**config.mk**
```make
export PLATFORM = sky130hd
export DESIGN_NAME = branch_predictor
export DESIGN_NICKNAME = d
export VERILOG_FILES = /design/src/rtl/bp_pkg.sv /design/src/rtl/bp_sat_counter.sv /design/src/rtl/branch_predictor.sv
export SDC_FILE = /design/constraint.sdc
export NUM_CORES = 2
export LEC_CHECK = 0
export CORE_ASPECT_RATIO = 1.4
export CORE_MARGIN = 2
export CORE_UTILIZATION = 55
export CTS_CLUSTER_SIZE = 12
export DETAILED_ROUTE_END_ITERATION = 12
export GPL_TIMING_DRIVEN = 1
export HOLD_SLACK_MARGIN = 0.15
export MAX_ROUTING_LAYER = met4
export PLACE_DENSITY = 0.73
export SLEW_MARGIN = 25
export SYNTH_ARGS = -nofsm -noshare
export SYNTH_HDL_FRONTEND = slang
export SYNTH_HIERARCHICAL = 1
export SYNTH_SLANG_ARGS = --single-unit
export TNS_END_PERCENT = 100
```
**constraint.sdc**
```tcl
create_clock -name clk -period 5.6 [get_ports clk]
set_input_delay 0.84 -clock clk [delete_from_list [all_inputs] [get_ports clk]]
set_output_delay 0.84 -clock clk [all_outputs]
set_load 0.02 [all_outputs]
```
**src/rtl/bp_pkg.sv**
```systemverilog
// Shared types and helpers for the branch target buffer / direction predictor.
// Latency: n/a (package only).
// Backpressure: n/a (package only).
package bp_pkg;

    // 2-bit direction counter encodings; the MSB is the taken prediction.
    typedef enum logic [1:0] {
        SNT = 2'b00,
        WNT = 2'b01,
        WT  = 2'b10,
        ST  = 2'b11
    } cnt_e;

    // Value written into a freshly allocated entry: weakly taken.
    localparam logic [1:0] CNT_ALLOC = 2'(WT);

    // Width of the table index for a given entry count.
    function automatic int idx_w(input int entries);
        return $clog2(entries);
    endfunction

    // Width of the stored tag: PC minus index bits minus the word-offset bits.
    function automatic int tag_w(input int addr_w, input int entries);
        return addr_w - $clog2(entries) - 2;
    endfunction

endpackage

```
**src/rtl/bp_sat_counter.sv**
```systemverilog
// Up/down saturating counter with parallel load and a configurable reset value.
// Latency: new value visible one cycle after inc/dec/load is asserted.
// Backpressure: none; inc and dec together cancel, load has priority.
module bp_sat_counter #(
    parameter int           W       = 2,
    parameter logic [W-1:0] RST_VAL = '0
) (
    input  logic         clk,
    input  logic         rst_n,
    input  logic         i_inc,
    input  logic         i_dec,
    input  logic         i_load,
    input  logic [W-1:0] i_load_val,
    output logic [W-1:0] o_cnt
);

    logic [W-1:0] r_cnt;

    // Counter register: load wins, otherwise step toward the requested rail and stick there.
    always_ff @(posedge clk or negedge rst_n) begin
        if (!rst_n) begin
            r_cnt <= RST_VAL;
        end else if (i_load) begin
            r_cnt <= i_load_val;
        end else if (i_inc && !i_dec && (r_cnt != '1)) begin
            r_cnt <= r_cnt + W'(1);
        end else if (i_dec && !i_inc && (r_cnt != '0)) begin
            r_cnt <= r_cnt - W'(1);
        end
    end

    assign o_cnt = r_cnt;

endmodule

```
**src/rtl/branch_predictor.sv**
```systemverilog
// Direct-mapped BTB with 2-bit direction counters, resolve-time mispredict detection and stats.
// Latency: lookup and resolve are combinational; table writes are visible the cycle after the edge.
// Backpressure: none; one update per cycle, qualified by upd_valid; flush drops a same-cycle update.
module branch_predictor
    import bp_pkg::*;
#(
    parameter int          ENTRIES   = 16,
    parameter int          ADDR_W    = 32,
    parameter logic [1:0]  CNT_INIT  = 2'b01,
    // Starting value of both statistics counters after reset (normally zero).
    parameter logic [31:0] STAT_INIT = 32'h0000_0000
) (
    input  logic              clk,
    input  logic              reset,
    input  logic              flush,
    input  logic [ADDR_W-1:0] if_pc,
    output logic              pred_taken,
    output logic [ADDR_W-1:0] pred_target,
    input  logic              upd_valid,
    input  logic              upd_is_branch,
    input  logic [ADDR_W-1:0] upd_pc,
    input  logic              upd_taken,
    input  logic [ADDR_W-1:0] upd_target,
    input  logic              upd_pred_taken,
    input  logic [ADDR_W-1:0] upd_pred_target,
    output logic              mispredict,
    output logic [ADDR_W-1:0] recovery_pc,
    output logic [31:0]       stat_branches,
    output logic [31:0]       stat_mispred
);

    localparam int IDX_W = idx_w(ENTRIES);
    localparam int TAG_W = tag_w(ADDR_W, ENTRIES);

    // Table storage in flops so flush and reset can clear every valid bit in one cycle.
    logic [ENTRIES-1:0] r_valid;
    logic [TAG_W-1:0]   r_tag    [ENTRIES];
    logic [ADDR_W-1:0]  r_target [ENTRIES];
    logic [1:0]         w_cnt    [ENTRIES];

    // ------------------------------------------------------------------
    // Lookup (IF)
    // ------------------------------------------------------------------
    logic [IDX_W-1:0] w_if_idx;
    logic [TAG_W-1:0] w_if_tag;
    logic             w_if_hit;
    logic [1:0]       w_if_cnt;

    assign w_if_idx = if_pc[IDX_W+1:2];
    assign w_if_tag = if_pc[ADDR_W-1:IDX_W+2];
    assign w_if_hit = r_valid[w_if_idx] && (r_tag[w_if_idx] == w_if_tag);
    assign w_if_cnt = w_cnt[w_if_idx];

    // Counter at or above WT means the MSB is set: predict taken.
    assign pred_taken  = w_if_hit && (w_if_cnt >= CNT_ALLOC);
    assign pred_target = pred_taken ? r_target[w_if_idx] : (if_pc + ADDR_W'(4));

    // ------------------------------------------------------------------
    // Resolve (EX)
    // ------------------------------------------------------------------
    logic w_actual;

    assign w_actual    = upd_is_branch && upd_taken;
    assign mispredict  = upd_valid &&
                         (w_actual ? !(upd_pred_taken && (upd_pred_target == upd_target))
                                   : upd_pred_taken);
    assign recovery_pc = w_actual ? upd_target : (upd_pc + ADDR_W'(4));

    // ------------------------------------------------------------------
    // Update decode
    // ------------------------------------------------------------------
    logic [IDX_W-1:0] w_upd_idx;
    logic [TAG_W-1:0] w_upd_tag;
    logic             w_upd_hit;
    logic             w_upd_en;
    logic             w_br_hit;
    logic             w_br_alloc;
    logic             w_alias_inv;

    assign w_upd_idx   = upd_pc[IDX_W+1:2];
    assign w_upd_tag   = upd_pc[ADDR_W-1:IDX_W+2];
    assign w_upd_hit   = r_valid[w_upd_idx] && (r_tag[w_upd_idx] == w_upd_tag);
    // A same-cycle flush suppresses every table write from the update.
    assign w_upd_en    = upd_valid && !flush;
    assign w_br_hit    = w_upd_en && upd_is_branch && w_upd_hit;
    assign w_br_alloc  = w_upd_en && upd_is_branch && !w_upd_hit && upd_taken;
    // A non-branch that matches an entry means the entry aliased onto it; drop it.
    assign w_alias_inv = w_upd_en && !upd_is_branch && w_upd_hit;

    // Valid bits: flush clears all, otherwise allocate sets and aliasing clears one entry.
    always_ff @(posedge clk or negedge reset) begin
        if (!reset) begin
            r_valid <= '0;
        end else if (flush) begin
            r_valid <= '0;
        end else if (w_br_alloc) begin
            r_valid[w_upd_idx] <= 1'b1;
        end else if (w_alias_inv) begin
            r_valid[w_upd_idx] <= 1'b0;
        end
    end

    // Tag and target: written on allocate; target also refreshed on every taken hit.
    always_ff @(posedge clk or negedge reset) begin
        if (!reset) begin
            for (int i = 0; i < ENTRIES; i++) begin
                r_tag[i]    <= '0;
                r_target[i] <= '0;
            end
        end else if (w_br_alloc) begin
            r_tag[w_upd_idx]    <= w_upd_tag;
            r_target[w_upd_idx] <= upd_target;
        end else if (w_br_hit && upd_taken) begin
            r_target[w_upd_idx] <= upd_target;
        end
    end

    // Per-entry direction counters; flush leaves them untouched.
    for (genvar g = 0; g < ENTRIES; g++) begin : g_entry
        logic w_sel;

        assign w_sel = (w_upd_idx == IDX_W'(g));

        bp_sat_counter #(
            .W       (2),
            .RST_VAL (CNT_INIT)
        ) u_dir_cnt (
            .clk        (clk),
            .rst_n      (reset),
            .i_inc      (w_sel && w_br_hit && upd_taken),
            .i_dec      (w_sel && w_br_hit && !upd_taken),
            .i_load     (w_sel && w_br_alloc),
            .i_load_val (CNT_ALLOC),
            .o_cnt      (w_cnt[g])
        );
    end

    // ------------------------------------------------------------------
    // Statistics: count regardless of flush, saturate at all-ones.
    // ------------------------------------------------------------------
    bp_sat_counter #(
        .W       (32),
        .RST_VAL (STAT_INIT)
    ) u_stat_branches (
        .clk        (clk),
        .rst_n      (reset),
        .i_inc      (upd_valid && upd_is_branch),
        .i_dec      (1'b0),
        .i_load     (1'b0),
        .i_load_val (32'h0),
        .o_cnt      (stat_branches)
    );

    bp_sat_counter #(
        .W       (32),
        .RST_VAL (STAT_INIT)
    ) u_stat_mispred (
        .clk        (clk),
        .rst_n      (reset),
        .i_inc      (mispredict),
        .i_dec      (1'b0),
        .i_load     (1'b0),
        .i_load_val (32'h0),
        .o_cnt      (stat_mispred)
    );

endmodule

```
==> impl_metrics.json <==
{
  "status": "finished, final reports clean",
  "postRouteAntennaNets": 0,
  "synth_warnings": 6,
  "p_leak_nw": 31.9,
  "cts_made_buffers": 105,
  "die_area_um2": 111000,
  "finalWorstSetupSlack_ps": 26.7,
  "drc": 0,
  "routed_wl_um": 202000,
  "dp_slack_ps": -83.1,
  "grt_max_degree": 160,
  "critPathRequiredTime_ps": 4760,
  "holdPathStages": 2,
  "grt_usage_pct": 37.8,
  "die_h_um": 393,
  "wl_per_cell_um": 28.1,
  "die_x_um": 282,
  "synth.ff_latch_count": 1040,
  "crit_fanout": 17,
  "drt-pass1-iter-count": 6,
  "slew_headroom_pct": 30.3,
  "swShare_pct": 29.7,
  "ys_seq_area_share_pct": 43.8,
  "final_cell_mix": "nand2_1, dfrtp_1, mux2_2, mux4_2, buf_4",
  "cp.arrival_ps": 4730,
  "synthCells": 5259,
  "synth_edf_count": 0,
  "fin_crit_ps": 5570,
  "numPlacedInstances": 6996,
  "dp_hpwl_um": 134000,
  "clkLatencyLatePin_ps": 730,
  "gp_congestion": 1.01,
  "hp-class": "reg2reg",
  "clockRootBuffer": "clkbuf_16",
  "num-fill-cells": 8209,
  "area_growth_pct": 16.3,
  "ys.flop_type": "dfrtp_1",
  "synth_area_leaders": "dfrtp_1, mux4_2, nand2_1",
  "path_buf_inv": 5,
  "crit_chain": "buf_16 -> buf_16 -> mux4_2 -> mux2i_1 -> mux2i_1 -> xnor2_1 -> nand4_1 -> or4_1 -> nor4_4 -> buf_4 -> buf_12 -> mux2_2 -> clkdlybuf4s50_1",
  "finalNetCount": 5872,
  "hold_path.startpoint": "r_target[288]$_DFFE_PN0P_",
  "netSwitchingPower_mw": 6.02,
  "cts.sinks": 1040,
  "ys_types": 97,
  "stdcell_count": 7189,
  "startpoint": "if_pc[2]",
  "critPathLaunchType": "input port",
  "ir_worst_vdd_v": 0.000276,
  "start_util_pct": 55.5,
  "r2r_cells": 14,
  "viasPerCell": 6.43,
  "tightest_slew_ps": 1050,
  "clk_pin_slew_ps": 60,
  "synthArstFlopShare_pct": 100,
  "p_int_mw": 14.3,
  "path_class": "in2out",
  "max_cap_violations": 0,
  "htreeDepth": 3,
  "grt_pass1_wl_um": 300000,
  "drive_gt1_share_pct": 28.4,
  "vias": 46300,
  "power.share.clock_pct": 34.5,
  "setup_viol": 0,
  "coreArea_um2": 107000,
  "cp_slowest_cell": "clkdlybuf4s50_1",
  "synth_top_area_share_pct": 43.1,
  "netlist_area_um2": 59500,
  "pin_count": 265,
  "grt_antenna_before_repair": 11,
  "synth_top_cell_by_area": "dfrtp_1",
  "clockBufferDepth": 3,
  "timing.fmax_mhz": 179,
  "cp_top_family": "buffers and inverters",
  "gr-total-overflow": 0,
  "syn_avg_cell_area_um2": 11.3,
  "end_kind": "output port",
  "portBuffers": 264,
  "sequentialPowerShare_pct": 43.1,
  "r2r-start": "u_stat_branches/o_cnt[15]$_DFFE_PN0P_",
  "final_max_slew_viol_count": 0,
  "cts_tree": "done",
  "mostFrequentLayoutCell": "nand2_1",
  "rows": 142,
  "drtIter0Drc": 5088,
  "comb_power_share_pct": 22.4,
  "path_depth": 13,
  "power_density_nw_per_um2": 293,
  "final.period_utilization_pct": 99.5,
  "slowest_delay_ps": 540,
  "skew_ps": 47.4,
  "grt_pass1_vias": 46800,
  "hold_viol": 0
}
[metrics by stage]
| step | instance area, um2 | hold WS (ps) | setup TNS [ps] | util, % | power [mW] |
|---|---|---|---|---|---|
| after floorplan | 59900 | 441 | 0 | - | 11.5 |
| after global placement | 65700 | 452 | -35.2 | 61.3 | 13.2 |
| after detailed placement | 65700 | 458 | -503 | 61.3 | 13.3 |
| after CTS | 69000 | 473 | 0 | 64.4 | 20.3 |
| after global routing | 69200 | 485 | -449 | 64.6 | 21.0 |
| final | 69200 | 467 | 0 | 64.6 | 20.3 |
[what timing repair did]
item / CTS / global route
hold buffers: 1 / 0
buffers inserted: 0 / 1
setup endpoints to repair: 0 / 32
resized for setup: 0 / 32
endpoints found under the hold margin: 24 / 0
[power groups by stage]
stage          combinational, mW  sequential, mW  clock, mW
2_1_floorplan               2.73            8.77          0
3_3_place_gp                4.38            8.80          0
3_5_place_dp                4.46            8.84          0
4_1_cts                     4.49            8.71       7.06
5_1_grt                     4.87            8.80       7.36
6_report                    4.54            8.73       7.00
[worst reg2reg max path, stage by stage (launching register included)]
cell,delay (ps)
dfrtp_1,470
nand4_1,140
nor4_1,540
a21oi_1,170
inv_1,490
buf_4,360
ha_1,330
a211oi_1,330
o211ai_2,150
nand4_1,180
a211oi_1,150
o31ai_1,530
xor2_1,200
o21ai_1,70
mux2_2,280
[worst paths after layout]
path / slack (ps) / end
max in group asynchronous: 3500 / r_tag[32]$_DFFE_PN0P_
hold / removal: 470 / r_target[288]$_DFFE_PN0P_
setup / recovery: 30 / pred_target[17]
hold reg to reg: 470 / r_target[288]$_DFFE_PN0P_
setup reg to reg: 1090 / u_stat_branches/o_cnt[25]$_DFFE_PN0P_
min in group asynchronous: 700 / u_stat_branches/o_cnt[20]$_DFFE_PN0P_
[cell type report]
cell class	instances	area [um2]	share of cell area, %
clock buffers	157	2970	4.30
flip-flops and latches	1040	26000	37.7
clock inverters	23	320	0.463
inverters	52	195	0.282
multi-input cells	3846	31800	45.9
diodes	8	20.0	0.0289
repair buffers	623	6030	8.72
well taps	1440	1800	2.60
[cell families (layout without fill, tap and decap cells)]
family,after synthesis,in the layout,synth area share (%)
AND/OR/NAND/NOR,1904,1904,14.1
multiplexers,1079,1079,28.1
flip-flops,1040,1040,43.8
AO/OA/AOI/OAI,499,499,5.83
buffers and inverters,473,855,3.84
XOR/XNOR,193,193,2.84
adder cells (fa/ha/maj),69,69,1.48
other,2,110,0.0126
[cell usage after synthesis, types with 14 or more instances]
cell type,number
a211oi_1,35
a21boi_1,16
a21o_1,25
a21oi_1,98
a22oi_1,16
a31oi_1,19
and2b_2,16
and3_1,23
and3b_2,16
buf_1,35
buf_2,47
buf_4,27
buf_6,30
clkbuf_1,273
dfrtp_1,1024
dfstp_2,16
ha_1,67
inv_1,51
mux2_2,443
mux2_4,171
mux2i_1,104
mux4_2,359
nand2_1,1345
nand2b_1,25
nand3_1,60
nand4_1,60
nor2_1,122
nor2b_1,22
nor3_1,61
nor4_1,60
o211ai_1,14
o21ai_0,99
o21ai_1,22
o31ai_1,37
or2b_2,16
or3b_1,16
xnor2_1,102
xor2_1,91
[metal layers]
layer / GRT usage (%) / vias to the layer above / wire length, um
met5: - / - / 0
met4: 23.7 / 0 / 14800
met3: 10.1 / 742 / 21700
met2: 57.6 / 2686 / 93800
met1: 44.8 / 23400 / 72000
li1: - / 19500 / -
[state kept, by name, indices dropped and copies added (netlist names)]
name and count:
r_target 512, r_tag 416, g_entry.u_dir_cnt/o_cnt 32, u_stat_branches/o_cnt 32
u_stat_mispred/o_cnt 32, r_valid 16
No activity file was read; power rests on OpenSTA's default activity.
